File: src/rtl/bg_fetch_sequencer.sv
// Background tile fetch sequencer: steps a phase/tile counter pair across a line,
// decodes per-phase memory strobes and flags pixel slots with fine-pan visibility.
module bg_fetch_sequencer #(
   parameter int TILES           = 40,
   parameter int PAN_W           = 3,
   parameter int CYCLES_PER_TILE = 12,
   parameter int TIDX_W          = 7
) (
   input  logic              clk,
   input  logic              reset,
   input  logic              lineStarting,
   input  logic [PAN_W-1:0]  panOffset,
   output logic              charAddrOut,
   output logic              charDataIn,
   output logic              palAddrOut,
   output logic              palDataIn,
   output logic              tileLowAddrOut,
   output logic              tileLowDataIn,
   output logic              tileHighAddrOut,
   output logic              tileHighDataIn,
   output logic              pixelOut,
   output logic              pixelMask,
   output logic [TIDX_W-1:0] tileIndex,
   output logic              busy,
   output logic              lineDone
);

   localparam int PIX       = 1 << PAN_W;
   localparam int CPT       = CYCLES_PER_TILE;
   localparam int P_W       = $clog2(CPT);
   localparam int PIX_START = CPT - PIX;
   localparam int CMP_W     = ((P_W > PAN_W) ? P_W : PAN_W) + 1;

   localparam logic [P_W-1:0]    PHASE_LAST = P_W'(CPT - 1);
   localparam logic [P_W-1:0]    PHASE_PIX  = P_W'(PIX_START);
   localparam logic [TIDX_W-1:0] TILE_EXTRA = TIDX_W'(TILES);
   localparam logic [TIDX_W-1:0] TILE_LAST  = TIDX_W'(TILES - 1);

   logic              busy_reg;
   logic [P_W-1:0]    phase_reg;
   logic [TIDX_W-1:0] tile_reg;
   logic [TIDX_W-1:0] last_tile_reg;
   logic [PAN_W-1:0]  pan_reg;
   logic              line_done_reg;

   logic              end_of_line;
   logic [5:0]        phase_hit;
   logic              pix_slot;
   logic [P_W-1:0]    pix_num;
   logic [CMP_W-1:0]  pix_num_ext;
   logic [CMP_W-1:0]  pan_ext;
   logic              visible;

   assign end_of_line = busy_reg && (phase_reg == PHASE_LAST) && (tile_reg == last_tile_reg);

   always_ff @(posedge clk) begin
      if (reset) begin
         busy_reg      <= 1'b0;
         phase_reg     <= '0;
         tile_reg      <= '0;
         last_tile_reg <= '0;
         pan_reg       <= '0;
         line_done_reg <= 1'b0;
      end else begin
         // The pulse is issued even when a new line starts on the same edge.
         line_done_reg <= end_of_line;
         if (lineStarting) begin
            busy_reg      <= 1'b1;
            phase_reg     <= '0;
            tile_reg      <= '0;
            pan_reg       <= panOffset;
            last_tile_reg <= (panOffset != '0) ? TILE_EXTRA : TILE_LAST;
         end else if (busy_reg) begin
            if (phase_reg == PHASE_LAST) begin
               phase_reg <= '0;
               // Tile counter parks on the last tile so tileIndex holds while idle.
               if (tile_reg == last_tile_reg) begin
                  busy_reg <= 1'b0;
               end else begin
                  tile_reg <= tile_reg + 1'b1;
               end
            end else begin
               phase_reg <= phase_reg + 1'b1;
            end
         end
      end
   end

   genvar gi;
   generate
      for (gi = 0; gi < 6; gi++) begin : g_phase
         assign phase_hit[gi] = busy_reg && (phase_reg == P_W'(gi));
      end
   endgenerate

   assign charAddrOut     = phase_hit[0];
   assign charDataIn      = phase_hit[1];
   assign palAddrOut      = phase_hit[1];
   assign tileLowAddrOut  = phase_hit[2];
   assign palDataIn       = phase_hit[3];
   assign tileLowDataIn   = phase_hit[3];
   assign tileHighAddrOut = phase_hit[4];
   assign tileHighDataIn  = phase_hit[5];

   assign pix_slot    = busy_reg && (phase_reg >= PHASE_PIX);
   assign pix_num     = phase_reg - PHASE_PIX;
   assign pix_num_ext = CMP_W'(pix_num);
   assign pan_ext     = CMP_W'(pan_reg);

   // First tile hides the leading pan pixels; the extra tile shows only them.
   always_comb begin
      visible = 1'b1;
      if (tile_reg == '0) begin
         visible = (pix_num_ext >= pan_ext);
      end else if (tile_reg == TILE_EXTRA) begin
         visible = (pix_num_ext < pan_ext);
      end
   end

   assign pixelOut  = pix_slot;
   assign pixelMask = pix_slot && visible;
   assign tileIndex = tile_reg;
   assign busy      = busy_reg;
   assign lineDone  = line_done_reg;

endmodule
File: config.mk
export PLATFORM = sky130hd
export DESIGN_NAME = bg_fetch_sequencer
export DESIGN_NICKNAME = d
export VERILOG_FILES = /design/src/rtl/bg_fetch_sequencer.sv
export SDC_FILE = /design/constraint.sdc
export NUM_CORES = 1
export LEC_CHECK = 0
export ABC_AREA = 1
export CORE_MARGIN = 4
export CORE_UTILIZATION = 25
export CTS_BUF_LIST = sky130_fd_sc_hd__clkbuf_4 sky130_fd_sc_hd__clkbuf_8
export CTS_CLUSTER_SIZE = 28
export DETAILED_ROUTE_END_ITERATION = 8
export DONT_BUFFER_PORTS = 1
export RECOVER_POWER = 25
export SLEW_MARGIN = 20
export SYNTH_ARGS = -nofsm -noshare
export SYNTH_HDL_FRONTEND = slang
export SYNTH_SLANG_ARGS = --single-unit
export TNS_END_PERCENT = 100
File: constraint.sdc
create_clock -name clk -period 1.2 [get_ports clk]
set_input_delay 0.18 -clock clk [delete_from_list [all_inputs] [get_ports clk]]
set_output_delay 0.18 -clock clk [all_outputs]
set_load 0.005 [all_outputs]
### After elaboration in Yosys (flattened, before gate mapping)

Cells that the tools add are included.

* bits in registers: 23
* bits of input ports: 6
* logic and storage cells: 44

* bitwise operators: 1
* add/sub/neg operators: 3
* mux-type cells: 8
* equal/unequal tests: 8
* reduce and logical (&&, ||, !) cells: 15
* order comparisons: 3

Operators by type and width (number)
* 1-bit logical AND: 10
* 4-bit by 2-bit equality test with 1-bit output, second input constant: 2
* 4-bit by 3-bit equality test with 1-bit output, second input constant: 2
* 4-bit 2-to-1 mux: 2
* 7-bit by 1-bit adder with 7-bit output, second input constant: 1
* 7-bit by 6-bit equality test with 1-bit output, second input constant: 1
* 7-bit equality test: 1
* 7-bit logical NOT: 1
* 1-bit 2-to-1 mux: 6
* 4-bit by 1-bit adder with 4-bit output, second input constant: 1
* 4-bit by 1-bit equality test with 1-bit output, second input constant: 1
* 4-bit equality test, second input constant: 1
* 4-bit by 3-bit greater-or-equal comparator with 1-bit output: 1
* 4-bit by 3-bit greater-or-equal comparator with 1-bit output, second input constant: 1
* 4-bit logical NOT: 1
* 4-bit by 3-bit < comparator with 1-bit output: 1
* 4-bit by 3-bit subtractor with 4-bit output, second input constant: 1
* 3-bit AND reduction: 1
* 3-bit nonzero test: 1
* 2-bit OR reduction: 1
* 1-bit NOT: 1

### Longest topological paths before layout

* depth in word-level cells: 5
* gate-level depth with buffers: 9
* gate-level depth less buffers: 9

### Least setup slack after synthesis

No wires, ideal clock.

* kind: register -> output
* from: register phase_reg[2]
* to: output port pixelMask
* setup slack: -0.135 ns
* buffers on the path: 0
* arrival: 1.155 ns
* cell stages (with the launch flop): 8
* cells stage by stage: dfxtp_1 inv_1 ha_1 inv_1 nor2_1 nand2_1 nand3_1 and3_1

* cells in the longest elaborated chain, start to end: 5

RTL lines
* start, declared: RTL line 40 `logic [P_W-1:0] phase_reg;`
* start signal, assigned: RTL line 83 `phase_reg <= phase_reg + 1'b1;`
* 4-bit by 3-bit subtractor with 4-bit output: RTL line 106 `assign pix_num = phase_reg - PHASE_PIX;`
* 4-bit by 3-bit < comparator with 1-bit output: RTL line 116 `visible = (pix_num_ext < pan_ext);`
* 1-bit 2-to-1 mux: RTL line 115 `end else if (tile_reg == TILE_EXTRA) begin`
* 1-bit 2-to-1 mux: RTL line 113 `if (tile_reg == '0) begin`
* 1-bit logical AND *: RTL line 121 `assign pixelMask = pix_slot && visible;`
* end, declared: RTL line 22 `output logic pixelMask,`

Mark *: on every way between the ends. The rest lies on a longest branch, timed or not.

### Worst setup path in the final report

Ends and elaborated chain as after synthesis.

==> reports/qor.csv <==
stage;metric;value;unit
critical_path;Setup crit start;phase_reg[2];
critical_path;nature of the critical path endpoint;output port;
logic_synthesis;dominant cell type by area after synthesis;dfxtp_1;
pwr;Sw Pwr;0.380;mW
route;ANT nets after route;0;
pwr;Max rail drop VDD;305;uV
critical_path;reg2reg path depth;8;
clocking;clock transition at the registers of the reported paths;0.08;ns
route;Pre-antenna DRT Iters;4;
global_route;initial antenna violation count;0;
clocking;CTS Buf Count;3;
die;Die W;76.9;um
sta;period utilization;129;%
pwr;P_leak;0.824;nW
placed_design;PortBufs;0;
pwr;switching portion of total power;28.0;%
critical_path;CP required;1.02;ns
cells_and_area;P&R area growth vs syn;61.9;%
outcome;failing checks;setup timing;
logic_synthesis;most common cell in the synthesized netlist;nand2_1;
clocking;TritonCTS clock tree;done;
logic_synthesis;cells taking the most area after synthesis;dfxtp_1, ha_1, nand2_1;
pwr;Clock power frac;34.2;%
placed_design;HPWL after DPL;2.34;mm
logic_synthesis;Synth top area share;32.1;%
critical_path;CP Launch Type;flip-flop;
sta;Final Critical Period;1.54;ns
global_route;total global-route track usage;11.3;%
outcome;status;finished, violations left;
logic_synthesis;register area share after synthesis;32.1;%
route;DR vias/cell;4.61;
sta;setup TNS;-2.79;ns
placed_design;GPL Wtd Cong;0.825;
flow_run;max cap viols;0;
global_route;largest net degree at the start of global routing;12;
pwr;Pint;0.979;mW
logic_synthesis;Post-synth ARST share;0;%
die;core area;4470;um^2
critical_path;critical path class;flip-flop to output port;
logic_synthesis;yosys warns;0;
clocking;clk_lat worst skew;0.26;ns
sta;final setup vio count;22;
critical_path;Slowest Stage Delay on Critical Path;0.36;ns
logic_synthesis;Cell Area, Synth;1190;um^2
critical_path;slowest cell on the critical path;dfxtp_2;
sta;final slew viol count;0;
hold_path;hold path startpoint;panOffset[0];
sta;Final WS setup;-0.345;ns
pwr;Seq pwr share;48.1;%
cells_and_area;Final #Nets;234;
clocking;TritonCTS Sinks;19;
logic_synthesis;top cells by count, synth;nand2_1, nor2_1, dfxtp_1, inv_1;
route;DR iter-0 viols;63;
die;Initial Util;26.5;%
critical_path;worst reg2reg startpoint;phase_reg[1];
clocking;Root Driver;clkbuf_8;
critical_path;reg2reg end;tileIndex[1];
critical_path;CP arrival;1.36;ns
critical_path;delay-heaviest family, CP;simple AND/OR/NAND/NOR gates;
route;DR WL/cell;12.9;um
route;Post-route DRC;0;
logic_synthesis;number of library cell types mapped by synthesis;25;
cells_and_area;number of diodes;0;
pwr;total power per unit cell area;708;nW/um^2
pwr;combinational share of power;17.7;%
cells_and_area;max reg flops;7;
die;total die area;5910;um^2
critical_path;stages on the worst setup path;7;
sta;worst slew pin tran;0.321;ns
global_route;first-pass GRT wire length;5.44;mm
sta;RSZ-0062 raised after global routing;yes;
critical_path;CP bufs+invs;2;
logic_synthesis;syn_nets;185;
critical_path;CP Cell Sequence;inv_4 -> ha_4 -> inv_2 -> nor2_4 -> nand2_1 -> nand3_1 -> and3_4;
logic_synthesis;Primary FF master, synth;dfxtp_1;
logic_synthesis;synthesized area per cell;7.15;um^2
die;I/O Pins;25;
cells_and_area;layout cell share with drive strength beyond 1;55.1;%
critical_path;Worst setup endpoint;pixelMask;
cells_and_area;fin area;1920;um^2
sta;clock skew;0.00337;ns
cells_and_area;Finished Core Util;42.9;%
global_route;GRT overflow;0;
logic_synthesis;Post-synth EDFFs;0;
sta;Hold Vio Cnt, Final;0;
clocking;H-tree depth;1;
die;FP Rows;24;
logic_synthesis;Post-Synthesis Cells;166;
global_route;vias in the first global route;1150;
sta;FMAX;0.647;GHz
clocking;clock buffer depth;2;
critical_path;crit-path max FO;4;
route;total wire length;3.44;mm
sta;Slew Limit Headroom;78.6;%
die;Die H;76.9;um
placed_design;dpl cell area;1490;um^2
route;routed vias;1225;
hold_path;Worst Hold Class;input pin to flip-flop;
critical_path;reg-to-reg slack, setup;-0.10;ns
logic_synthesis;Synth Register Bits;19;
-- per-layer routing --
| layer | up-vias | global-route usage [%] | share of wire, % |
|---|---|---|---|
| met5 | - | 0 | 0 |
| met4 | 0 | 3.80 | 1.0 |
| met3 | 3 | 2.69 | 4.9 |
| met2 | 21 | 18.3 | 49 |
| met1 | 570 | 14.7 | 45 |
| li1 | 631 | - | - |
-- worst min path at each step --
| stage | cells after the start | end | slack, ns |
|---|---|---|---|
| floorplan | 1 | busy | 0.25 |
| global placement | 1 | last_tile_reg[5] | 0.25 |
| detailed placement | 1 | busy | 0.25 |
| CTS | 2 | pan_reg[0] | 0.05 |
| global route | 2 | pan_reg[0] | 0.05 |
| finish | 2 | pan_reg[0] | 0.05 |
-- power by group through the flow --
stage	Sequential, mW	Combinational [mW]	Clock [mW]
after floorplan	0.676	0.0967	0
after global placement	0.674	0.151	0
after detailed placement	0.675	0.154	0
after CTS	0.661	0.203	0.484
after global routing	0.656	0.264	0.511
final	0.654	0.240	0.465
-- layout by cell type (no fill, tap or decap), drive strengths merged --
master	instances
nand4	2
clkbuf	3
nor4	1
nand3	13
dlygate4sd3	1
nand2	31
ha	13
a211oi	1
nor2	24
xnor2	1
xor2	4
dfxtp	19
nor3	6
and3	1
a21oi	13
inv	27
nand3b	1
a31oi	1
buf	44
clkinv	2
o21ai	6
-- repair_timing --
action,in CTS,in global routing
hold endpoints to repair,5,0
pin swaps,13,9
setup endpoints to repair,22,23
resized for setup,41,37
setup buffers,8,3
hold buffers,1,0
cloned,1,0
-- cell type report --
class                   instances  area, um^2
inverters                      28         110
well taps                      52        65.1
repair buffers                 45         359
multi-input cells             118         940
fillers                       430        2550
flip-flops and latches         19         400
clock buffers                   3        41.3
clock inverters                 1        5.00
-- logic make-up after synthesis --
| logic type | Yosys count | synth area share, % |
|---|---|---|
| flip-flops | 19 | 32.1 |
| AO/OA/AOI/OAI | 21 | 9.18 |
| XOR/XNOR | 5 | 3.69 |
| AND/OR/NAND/NOR | 78 | 31.2 |
| adder cells (fa/ha/maj) | 13 | 13.7 |
| buffers and inverters | 30 | 10.1 |
-- per-stage QoR --
step	cells	power [mW]	hold slack [ns]	setup slack (ns)
2_1_floorplan	166	0.773	0.249	-0.0801
3_3_place_gp	250	0.825	0.251	-0.143
3_5_place_dp	250	0.829	0.253	-0.184
4_1_cts	263	1.35	0.0492	-0.382
5_1_grt	266	1.43	0.0493	-0.422
6_report	266	1.36	0.0533	-0.345
No activity file was read; power rests on OpenSTA's default activity.
